### config.mk
export PLATFORM = sky130hd
export DESIGN_NAME = program_counter_ras
export DESIGN_NICKNAME = d
export VERILOG_FILES = /design/src/rtl/program_counter_ras.sv
export SDC_FILE = /design/constraint.sdc
export NUM_CORES = 1
export LEC_CHECK = 0
export BUFFER_PORTS_ARGS = -buffer_cell sky130_fd_sc_hd__buf_4
export CAP_MARGIN = 20
export CORE_ASPECT_RATIO = 1.75
export CORE_MARGIN = 2
export CORE_UTILIZATION = 30
export CTS_BUF_LIST = sky130_fd_sc_hd__clkbuf_16
export DETAILED_ROUTE_END_ITERATION = 8
export SYNTH_ARGS = -nofsm -noshare
export SYNTH_HDL_FRONTEND = slang
export SYNTH_SLANG_ARGS = --single-unit
### constraint.sdc
create_clock -name clock -period 3.45 [get_ports clock]
set_clock_uncertainty 0.15 [all_clocks]
set_input_delay 0.5175 -clock clock [delete_from_list [all_inputs] [get_ports clock]]
set_output_delay 0.5175 -clock clock [all_outputs]
set_load 0.02 [all_outputs]
### src/rtl/program_counter_ras.sv
// Fetch-stage program counter with run/halt/stall control and a circular
// return-address stack for call/return redirects. All outputs are registered.
module program_counter_ras #(
  parameter int                ADDR_W       = 12,
  parameter logic [ADDR_W-1:0] RESET_VEC    = '0,
  parameter int                STALL_CYCLES = 1,
  parameter int                RAS_DEPTH    = 4
) (
  input  logic                       clock,
  input  logic                       reset,
  input  logic                       exec,
  input  logic                       is_halt_commanded,
  input  logic                       enable,
  input  logic                       is_data_hazard_stall,
  input  logic                       is_branch_hazard_stall,
  input  logic [ADDR_W-1:0]          branch_hazard_instr_add,
  input  logic                       is_cmpb_satisfied,
  input  logic [ADDR_W-1:0]          cmpb_instr_add,
  input  logic                       is_jump,
  input  logic [ADDR_W-1:0]          jump_instr_add,
  input  logic                       is_call,
  input  logic                       is_return,
  input  logic                       is_branch_predict,
  input  logic [ADDR_W-1:0]          branch_predict_add,
  output logic [ADDR_W-1:0]          instr_add,
  output logic                       instr_add_is_overflow,
  output logic                       is_halted,
  output logic [$clog2(RAS_DEPTH):0] ras_count,
  output logic                       ras_underflow
);

  localparam int          PW        = $clog2(RAS_DEPTH);
  localparam int          CW        = PW + 1;
  localparam logic [CW-1:0] RAS_FULL = CW'(RAS_DEPTH);
  localparam logic [3:0]  STALL_LIM = 4'(STALL_CYCLES);

  typedef enum logic [1:0] {S_INIT, S_RUN, S_STALL, S_HALT} state_t;

  state_t              state_q, state_d;
  logic [ADDR_W-1:0]   pc_q, pc_d;
  logic [3:0]          stall_q, stall_d;
  logic                ovf_q, ovf_d;
  logic                unf_q, unf_d;
  logic [ADDR_W-1:0]   ras_mem [RAS_DEPTH];
  logic [PW-1:0]       ras_ptr;   // next free slot; top of stack is ras_ptr-1
  logic [CW-1:0]       ras_cnt;
  logic [ADDR_W-1:0]   ras_top;
  logic                push, pop;
  logic                run_eval, allow_seq;

  assign ras_top = ras_mem[ras_ptr - 1'b1];

  // Next-state, next-PC and stack-operation decode
  always_comb begin
    state_d   = state_q;
    pc_d      = pc_q;
    stall_d   = stall_q;
    ovf_d     = 1'b0;
    unf_d     = 1'b0;
    push      = 1'b0;
    pop       = 1'b0;
    run_eval  = 1'b0;
    allow_seq = 1'b0;
    if (is_halt_commanded) begin
      state_d = S_HALT;
      stall_d = '0;
    end else if (exec) begin
      state_d = (state_q == S_HALT) ? S_RUN : S_HALT;
      stall_d = '0;
    end else if (state_q != S_HALT && enable) begin
      unique case (state_q)
        S_INIT: begin
          // first fetch of the reset vector; redirects still take effect
          state_d  = S_RUN;
          run_eval = 1'b1;
        end
        S_RUN: begin
          if (!is_branch_hazard_stall && is_data_hazard_stall) begin
            state_d = S_STALL;
            stall_d = 4'd1;
          end else begin
            run_eval  = 1'b1;
            allow_seq = 1'b1;
          end
        end
        S_STALL: begin
          if (is_branch_hazard_stall || stall_q >= STALL_LIM) begin
            state_d   = S_RUN;
            stall_d   = '0;
            run_eval  = 1'b1;
            allow_seq = 1'b1;
          end else begin
            stall_d = stall_q + 1'b1;
          end
        end
        default: state_d = state_q;
      endcase
      if (run_eval) begin
        if (is_branch_hazard_stall) begin
          pc_d = branch_hazard_instr_add;
        end else if (is_cmpb_satisfied) begin
          pc_d = cmpb_instr_add;
        end else if (is_jump) begin
          pc_d = jump_instr_add;
          push = is_call;
        end else if (is_return) begin
          if (ras_cnt != '0) begin
            pc_d = ras_top;
            pop  = 1'b1;
          end else begin
            pc_d  = pc_q + 1'b1;
            unf_d = 1'b1;
          end
        end else if (is_branch_predict) begin
          pc_d = branch_predict_add;
        end else if (allow_seq) begin
          if (pc_q == {ADDR_W{1'b1}}) begin
            pc_d    = RESET_VEC;
            ovf_d   = 1'b1;
            state_d = S_INIT;
          end else begin
            pc_d = pc_q + 1'b1;
          end
        end
      end
    end
  end

  // State, PC, pulse and return-stack registers
  always_ff @(posedge clock or posedge reset) begin
    if (reset) begin
      state_q <= S_INIT;
      pc_q    <= RESET_VEC;
      stall_q <= '0;
      ovf_q   <= 1'b0;
      unf_q   <= 1'b0;
      ras_ptr <= '0;
      ras_cnt <= '0;
      for (int i = 0; i < RAS_DEPTH; i++) ras_mem[i] <= '0;
    end else begin
      state_q <= state_d;
      pc_q    <= pc_d;
      stall_q <= stall_d;
      ovf_q   <= ovf_d;
      unf_q   <= unf_d;
      if (push) begin
        // a full stack silently overwrites its oldest entry
        ras_mem[ras_ptr] <= pc_q + 1'b1;
        ras_ptr          <= ras_ptr + 1'b1;
        if (ras_cnt != RAS_FULL) ras_cnt <= ras_cnt + 1'b1;
      end else if (pop) begin
        ras_ptr <= ras_ptr - 1'b1;
        ras_cnt <= ras_cnt - 1'b1;
      end
    end
  end

  assign instr_add             = pc_q;
  assign instr_add_is_overflow = ovf_q;
  assign is_halted             = (state_q == S_HALT);
  assign ras_count             = ras_cnt;
  assign ras_underflow         = unf_q;

endmodule

# Word level (Yosys, flattened, before mapping)
# Index checks and enable logic that the tools add are counted.
[word_totals]
register_bits = 73
inputBits = 60
output_inout_bits = 18
wordCells = 133
[op_classes]
n_addsub = 6
n_lt_le_gt_ge = 4
eq_ne = 8
mux = 86
bitwise = 4
reduce_logical = 14
[op_table]
columns = ["operator", "n"]
rows = [
  ["two-way mux 12 bit", 11],
  ["bitwise mux 48 bit", 1],
  ["two-way mux 1 bit", 44],
  ["two-way mux 2 bit", 16],
  ["binary-select mux 12 bit (select 2 bit)", 1],
  ["demux 12 bit (select 2 bit)", 1],
  ["two-way mux 4 bit", 5],
  ["adder 12 x 1 -> 12 bit, second input constant", 1],
  ["equality test 12 bit, second input constant", 1],
  ["two-way mux 3 bit", 3],
  ["case mux 4 bit (2 select lines)", 1],
  [">= comparator 3 bit, second input constant", 2],
  ["NOT 2 -> 3 bit", 2],
  ["case mux 2 bit (3 select lines)", 1],
  ["nonzero test 3 bit", 2],
  ["nonzero test 6 bit", 1],
  ["AND reduction 5 bit", 1],
  ["adder 4 x 1 -> 4 bit, second input constant", 1],
  ["equality test 2 bit, second input constant", 2],
  [">= comparator 4 x 1 -> 1 bit, second input constant", 1],
  ["inequality test 4 bit, second input constant", 1],
  ["nonzero test 4 bit", 1],
  ["adder 3 x 1 -> 3 bit, second input constant", 1],
  ["logical AND 1 bit", 3],
  ["17 further kinds", 18],
]

# Longest topological paths before layout
# Gate-level depths: netlist (run 1).
[logic_depth]
depth_word = 17
depth_mapped = 11
depth_no_buf = 10

# Least setup slack after synthesis (run 1)
# OpenSTA, ideal clock, no wires.
[synth_path]
kind = "register to register"
startpoint = "register ras_ptr[0]"
endpoint = "register pc_q[9], in the netlist instr_add[9]"
setup_ns = 0.121
arrival_time_ns = 2.970
required_ns = 3.179
path_slack_ns = 0.209
stages_incl_launch_ff = 11
path_buffers = 4
period_less_slack_ns = 3.241
cell_sequence = "dfrtp_1 > clkbuf_1 > clkbuf_1 > inv_1 > ha_1 > clkbuf_1 > buf_2 > mux4_2 > a221oi_1 > o211ai_1 > o22a_1"
[synth_between]
elab_chain_len = 10
[synth_lines]
columns = ["item", "line", "text"]
rows = [
  ["start, declared", "45", "logic [PW-1:0] ras_ptr;"],
  ["start signal, assigned", "149", "ras_ptr <= ras_ptr + 1'b1;"],
  ["start signal, assigned", "152", "ras_ptr <= ras_ptr - 1'b1;"],
  ["subtractor 2 x 1 -> 2 bit", "51", "assign ras_top = ras_mem[ras_ptr - 1'b1];"],
  ["NOT 2 -> 3 bit (implied by the code)", "51", ""],
  ["binary-select mux 12 bit (select 2 bit)", "51", ""],
  ["two-way mux 12 bit (implied by the code) (2 in a row)", "51", ""],
  ["two-way mux 12 bit", "107", "if (ras_cnt != '0) begin"],
  ["two-way mux 12 bit", "106", "end else if (is_return) begin"],
  ["two-way mux 12 bit", "103", "end else if (is_jump) begin"],
  ["two-way mux 12 bit", "101", "end else if (is_cmpb_satisfied) begin"],
  ["two-way mux 12 bit", "99", "if (is_branch_hazard_stall) begin"],
  ["end signal, assigned", "142", "pc_q <= pc_d;"],
  ["end, declared", "40", "logic [ADDR_W-1:0] pc_q, pc_d;"],
]
# No other way between the ends. The select of a mux whose other input is x is not followed.
# A chain may end at the register's enable or synchronous reset.

# Final worst setup path (run 1)
[layout_path]
startpoint = "register state_q[0]"
endpoint = "register ras_cnt[2], in the netlist ras_count[2]"
[layout_between]
elab_chain_len = 11
word_cells_on_any_way = 21
cone_classes = "4 x eq/ne; 13 x mux; 4 x reduce/logical"
[layout_lines]
columns = ["item", "line", "text"]
rows = [
  ["start, declared", "39", "state_t state_q, state_d;"],
  ["start signal, assigned", "141", "state_q <= state_d;"],
  ["equality test 2 bit, or another cell as far along", "71", "unique case (state_q)"],
  ["case mux 1 bit (3 select lines)", "71", ""],
  ["two-way mux 1 bit", "70", "end else if (state_q != S_HALT && enable) begin"],
  ["two-way mux 1 bit", "67", "end else if (exec) begin"],
  ["two-way mux 1 bit", "64", "if (is_halt_commanded) begin"],
  ["two-way mux 1 bit", "98", "if (run_eval) begin"],
  ["two-way mux 1 bit", "70", ""],
  ["two-way mux 1 bit", "67", ""],
  ["two-way mux 1 bit", "64", ""],
  ["inequality test 2 x 1 -> 1 bit (no source line) / nonzero test 2 bit (equally long branches)", "--", ""],
  ["AND reduction 2 bit (no source line)", "--", ""],
  ["end signal, assigned", "150", "if (ras_cnt != RAS_FULL) ras_cnt <= ras_cnt + 1'b1;"],
  ["end signal, assigned", "153", "ras_cnt <= ras_cnt - 1'b1;"],
  ["end, declared", "46", "logic [CW-1:0] ras_cnt;"],
]
# Several ways; a longest one is shown, not always the timed one. The select of a mux whose other input is x is not followed.

==> out/qor.csv, run 1 <==
metric;value;unit
outcome;finished clean;
ratio of cells with drive above 1 in the final layout;24.2;%
total gr overflow;0;
area share of the leading cell type in the synthesized netlist;44.0;%
CP delay by family, top;simple AND/OR/NAND/NOR gates;
die height;160;um
Hold Buf Count CTS;0;
via count;3626;
dpl hpwl;9020;um
Pre-Repair DR Iteration Count;4;
final setup fails;0;
post-CTS sizing;0;
clk_lat worst skew;0.34;ns
f_max;0.326;GHz
Final Max Tran Viols;0;
Cells after Synth;422;
M3 GR Usage;3.12;%
Tot GR Track Use;17.0;%
R2R Path Start;state_q[0];
Cell Area, Synth;4150;um^2
WP buf/inv;1;
global-route track usage on met2;29.3;%
Non-Filler Instances;674;
MaxCap Viol Count;0;
vias in the first global route;3707;
crit path DAT;3.14;ns
htree depth;3;
Placed Area;4920;um^2
Area Growth Syn to Fin;25.6;%
Synth area leaders;dfrtp_1 (44%), o21ai_0 (6.9%), mux4_2 (6.5%), nand2_1 (5.2%), ha_1 (3.6%);
ANT cells;0;
initial antenna violation count;0;
synthesized net count;495;
# fillers;1369;
fin crit period;3.06;ns
Min-Delay Endpoint;state_q[0];
Total Power;2.41;mW
Leakage;2.24;nW
Setup TNS Final;0;ns
Critical Path End Type;flop;
CP Max Fanout;7;
Row Count;56;
Vias/cell;5.38;
Nets;568;
startpoint types;flop;
minimum hold slack;0.281;ns
Critical Path Max Stage Delay;0.59;ns
Die Span X;92.9;um
initial core utilization;30.8;%
CTS tree;yes;
pre-CTS setup slack;0.418;ns
Final Core Density;38.7;%
FF-to-FF End;ras_count[2];
Hold WC Path Type;in2reg;
gpl congestion;0.887;
VDD IR max;0.225;mV
post-route setup slack;0.386;ns
global-route wire length before repair;19400;um
Slew headroom;37.0;%
CTS sink cnt;73;
Synth Warn #;0;
Die ar.;14800;um^2
Crit. path cell count;8;
Worst Hold Path Cells;3;
RSZ-0062 raised after global routing;no;
FF-to-FF path depth;8;
top_reg_cell synth;dfrtp_1;
IO Count;78;
CTS buffer count;9;
Hold Vio Cnt, Final;0;
Finished Cell Area;5210;um^2
register bit total from synthesis;73;
global routing usage on met1;20.0;%
r2r setup slk;0.39;ns
Post-Route WL;12100;um
worst path required time;3.53;ns
post-synth cell types;55;
asr flop ratio synth;100;%
Setup Buffers After CTS;0;
Most Used Layer, Global Route;met2;
pwr/cell area;462;nW/um^2
initial drt markers;247;
largest net degree at the start of global routing;74;
post-synthesis sequential area ratio;44.0;%
Least-Margin Pin Slew;0.945;ns
post-route ant nets;0;
Residual DRC;0;
WS Path Type;reg2reg;
critical path cell sequence;ha_1, or4b_4, nor3_4, o211a_1, inv_1, fa_1, or3b_1, and3_1;
Clock transition at path regs;0.06;ns
Clock Path Buffers;2;
synthesized area per cell;9.83;um^2
Cells after DPL;658;
EDFF count, synth;0;
Worst path slowest cell;or4b_4;
dominant cell type by area after synthesis;dfrtp_1;
origin of the worst min-delay path;is_halt_commanded;
clk root buf;clkbuf_16;
DR WL/cell;17.9;um
Core Region;13500;um^2
Final Cycle Share;88.8;%
Port Buffers;77;
metal layers:
layer | part of all wire, % | wire length (um)
met3 | 4.4 | 530
met2 | 53 | 6440
met4 | 3.5 | 423
met1 | 39 | 4680
met5 | 0 | 0
placed cells by master, fill, tap and decap left out, types with 4 or more instances in the layout:
| cell | count |
|---|---|
| a22o_1 | 4 |
| o21ai_0 | 57 |
| o31ai_1 | 5 |
| buf_4 | 88 |
| nand2b_1 | 4 |
| mux4_2 | 12 |
| xnor2_1 | 8 |
| dfrtp_1 | 73 |
| nand3_1 | 6 |
| o32ai_1 | 5 |
| nand2_1 | 58 |
| a31oi_1 | 4 |
| mux2i_1 | 4 |
| and3_1 | 4 |
| clkbuf_16 | 9 |
| a221oi_1 | 17 |
| ha_1 | 12 |
| o211ai_1 | 4 |
| inv_1 | 16 |
| o21a_1 | 10 |
| nor2b_1 | 6 |
| nor2_1 | 24 |
| o22a_1 | 4 |
| a21oi_1 | 5 |
| nor3_1 | 8 |
synthesized netlist by cell type, drive strengths merged (4+ instances only):
cell	number
dfrtp	73
nand2	58
o21ai	57
nor2	24
a221oi	17
inv	17
clkbuf	15
ha	12
mux4	12
buf	11
o21a	10
nor3	9
xnor2	8
nand3	6
nor2b	6
a21oi	5
o31ai	5
o32ai	5
a22o	4
a31oi	4
and3	4
mux2i	4
nand2b	4
o2111ai	4
o211ai	4
o22a	4
flip-flops by register name, summed over array words and instances (netlist names):
register / count
instr_add: 12
instr_add_is_overflow: 1
stall_q: 4
ras_mem: 48
state_q: 2
ras_underflow: 1
ras_count: 3
ras_ptr: 2
worst min-delay path: cells and delay by family:
kind            cells  cell delay (ns)
compound gates      2             0.11
buf+inv             1             0.11
cells by family (layout without fill, tap and decap cells):
family,after synthesis,count (layout),synth area share (%)
flip-flops,73,73,44.0
AO/OA/AOI/OAI,138,138,23.2
XOR/XNOR,11,11,2.32
AND/OR/NAND/NOR,128,128,14.7
buffers and inverters,43,121,4.19
multiplexers,16,16,7.48
adder cells (fa/ha/maj),13,13,4.10
where the power goes:
part           leakage [nW]  total, mW  switching (mW)  internal (mW)
sequential            0.985      0.995          0.0918          0.903
clock                 0.137      0.927           0.369          0.558
combinational          1.12      0.486           0.278          0.208
worst max-delay path by stage:
| stage | from | endpoint |
|---|---|---|
| final | state_q[0] | ras_count[2] |
| after global routing | state_q[0] | ras_count[2] |
| after CTS | state_q[0] | ras_count[2] |
| after detailed placement | state_q[0] | ras_count[2] |
| after global placement | state_q[0] | ras_count[2] |
| after floorplan | ras_ptr[0] | instr_add[9] |
cell type report:
cell class                      count  area [um^2]  area share (%)
Timing Repair Buffer               88          661            12.7
Clock buffer                        9          225            4.32
Clock inverter                      7         70.1            1.34
Tap cell                          174          218            4.18
Inverter                           17         63.8            1.22
Sequential cell                    73         1830            35.1
Multi-Input combinational cell    306         2150            41.2
Note: power is estimated with default switching activity, not from simulation.
==> inputs of run 2 (changes only) <==
CELL_PAD_IN_SITES_DETAIL_PLACEMENT = 1   (was not set)
CELL_PAD_IN_SITES_GLOBAL_PLACEMENT = 2   (was not set)
PLACE_DENSITY_LB_ADDON = 0.1   (was not set)
==> run 2 against run 1 <==
  * Design area up 1.7%
  * Via count up 0.61%
  * Total power up 2.5%
==> out/qor.csv, run 2 (synthesized netlist as in run 1, its figures left out) <==
metric;value;unit
outcome;finished clean;
wire length on met1;5640;um
htree depth;3;
post-route ant nets;0;
CTS buffer count;9;
CP delay by family, top;simple AND/OR/NAND/NOR gates;
gpl congestion;0.862;
ANT cells;0;
Hold Buf Count CTS;0;
# fillers;1557;
R2R Path Start;state_q[0];
Residual DRC;0;
metal2 WL;8050;um
Worst path slowest cell;or4b_4;
WS Path Type;reg2reg;
Core Region;13500;um^2
Finished Cell Area;5300;um^2
CP Max Fanout;7;
Crit. path cell count;8;
max FFs per register;48;
ratio of cells with drive above 1 in the final layout;25.9;%
r2r setup slk;0.37;ns
RSZ-0062 raised after global routing;no;
Final Cycle Share;89.4;%
Reg with most FFs;ras_mem;
VDD IR max;0.248;mV
Int Pwr;1.69;mW
Row Count;56;
pwr/cell area;466;nW/um^2
Leakage;2.29;nW
Clk pwr share;38.7;%
Critical Path Start;state_q[0];
Port Buffers;77;
Clock Path Buffers;2;
vias in the first global route;3964;
Tot GR Track Use;20.3;%
largest net degree at the start of global routing;33;
Nets;577;
CTS tree;yes;
Hold Vio Cnt, Final;0;
final setup fails;0;
global-route wire length before repair;23000;um
crit path DAT;3.16;ns
met3 wire length;368;um
fin crit period;3.08;ns
post-route setup slack;0.367;ns
Die Span X;92.9;um
critical path cell sequence;ha_1, or4b_4, nor3_4, o211a_1, inv_1, fa_1, or3b_1, and3_1;
leading cell type in the layout, fill and taps excluded;buf_4;
switching part of the total;31.6;%
Post-Route WL;14400;um
Final Max Tran Viols;0;
Setup TNS Final;0;ns
Area Growth Syn to Fin;27.7;%
Least-Margin Pin Slew;0.743;ns
P_sw;0.781;mW
worst path required time;3.52;ns
Setup Buffers After CTS;0;
Critical Path End Type;flop;
post-CTS sizing;0;
Slew headroom;50.1;%
Pre-Repair DR Iteration Count;4;
startpoint types;flop;
initial core utilization;30.8;%
CTS sink cnt;73;
FF-to-FF End;ras_count[2];
Hold WC Path Type;in2async;
most frequent cells in the layout;buf_4 (96), dfrtp_1 (73), nand2_1 (58), o21ai_0 (57), nor2_1 (24);
DR WL/cell;21.1;um
Critical Path Max Stage Delay;0.58;ns
Die ar.;14800;um^2
MaxCap Viol Count;0;
Gate power share;20.6;%
Clock transition at path regs;0.06;ns
total gr overflow;0;
die height;160;um
clk root buf;clkbuf_16;
top layer used by detailed routing;met4;
f_max;0.324;GHz
initial drt markers;138;
IO Count;78;
pre-CTS setup slack;0.389;ns
WP buf/inv;1;
dpl hpwl;11500;um
Sequential Power Share;40.7;%
Vias/cell;5.34;
clk_lat worst skew;0.33;ns
initial antenna violation count;0;
Final Core Density;39.4;%
Placed Area;5000;um^2
FF-to-FF path depth;8;
via count;3648;
end of the critical path;ras_count[2];
-- run 2: how the worst min path moves through the flow --
stage / startpoint / endpoint / cells past startpoint
2_1_floorplan: ras_mem[14] / ras_mem[14] / 2
3_3_place_gp: ras_mem[10] / ras_mem[10] / 2
3_5_place_dp: ras_mem[7] / ras_mem[7] / 2
4_1_cts: reset / instr_add_is_overflow / 2
5_1_grt: reset / instr_add_is_overflow / 2
6_report: reset / instr_add_is_overflow / 2
-- run 2: power by group through the flow --
| stage | Combinational [mW] | Clock, mW | Sequential [mW] |
|---|---|---|---|
| after global placement | 0.513 | 0 | 1.02 |
| final | 0.509 | 0.956 | 1.00 |
| after floorplan | 0.221 | 0 | 1.04 |
| after detailed placement | 0.518 | 0 | 1.02 |
| after global routing | 0.561 | 1.01 | 1.01 |
| after CTS | 0.520 | 0.989 | 1.00 |
-- run 2: metrics by stage --
step,hold slack [ns],std cells,total power [mW]
after floorplan,0.295,422,1.26
after global placement,0.307,667,1.53
after detailed placement,0.320,667,1.54
after CTS,0.0855,683,2.51
after global routing,0.0996,683,2.59
final,0.0664,683,2.47
-- run 2: area by class of cell --
type                       instances  area [um^2]  area share (%)
clock buffer                       9          225            4.25
clock inverter                     7         76.3            1.44
inverter                          17         63.8            1.20
multi-input combinational        306         2150            40.5
sequential                        73         1830            34.5
tap                              174          218            4.11
timing repair buffer              97          741            14.0
-- run 2: worst register-to-register path, stage by stage, from the launching register on --
cell and delay [ns]:
dfrtp_1 0.44, ha_1 0.31, or4b_4 0.58, nor3_4 0.15, o211a_1 0.24, inv_1 0.12, fa_1 0.44, or3b_1 0.36
and3_1 0.18
-- run 2: metal layers --
layer	GRT usage, %	vias to the layer above
met2	37.0	63
li1	-	1727
met4	7.02	0
met3	3.12	20
met5	0	-
met1	23.8	1838
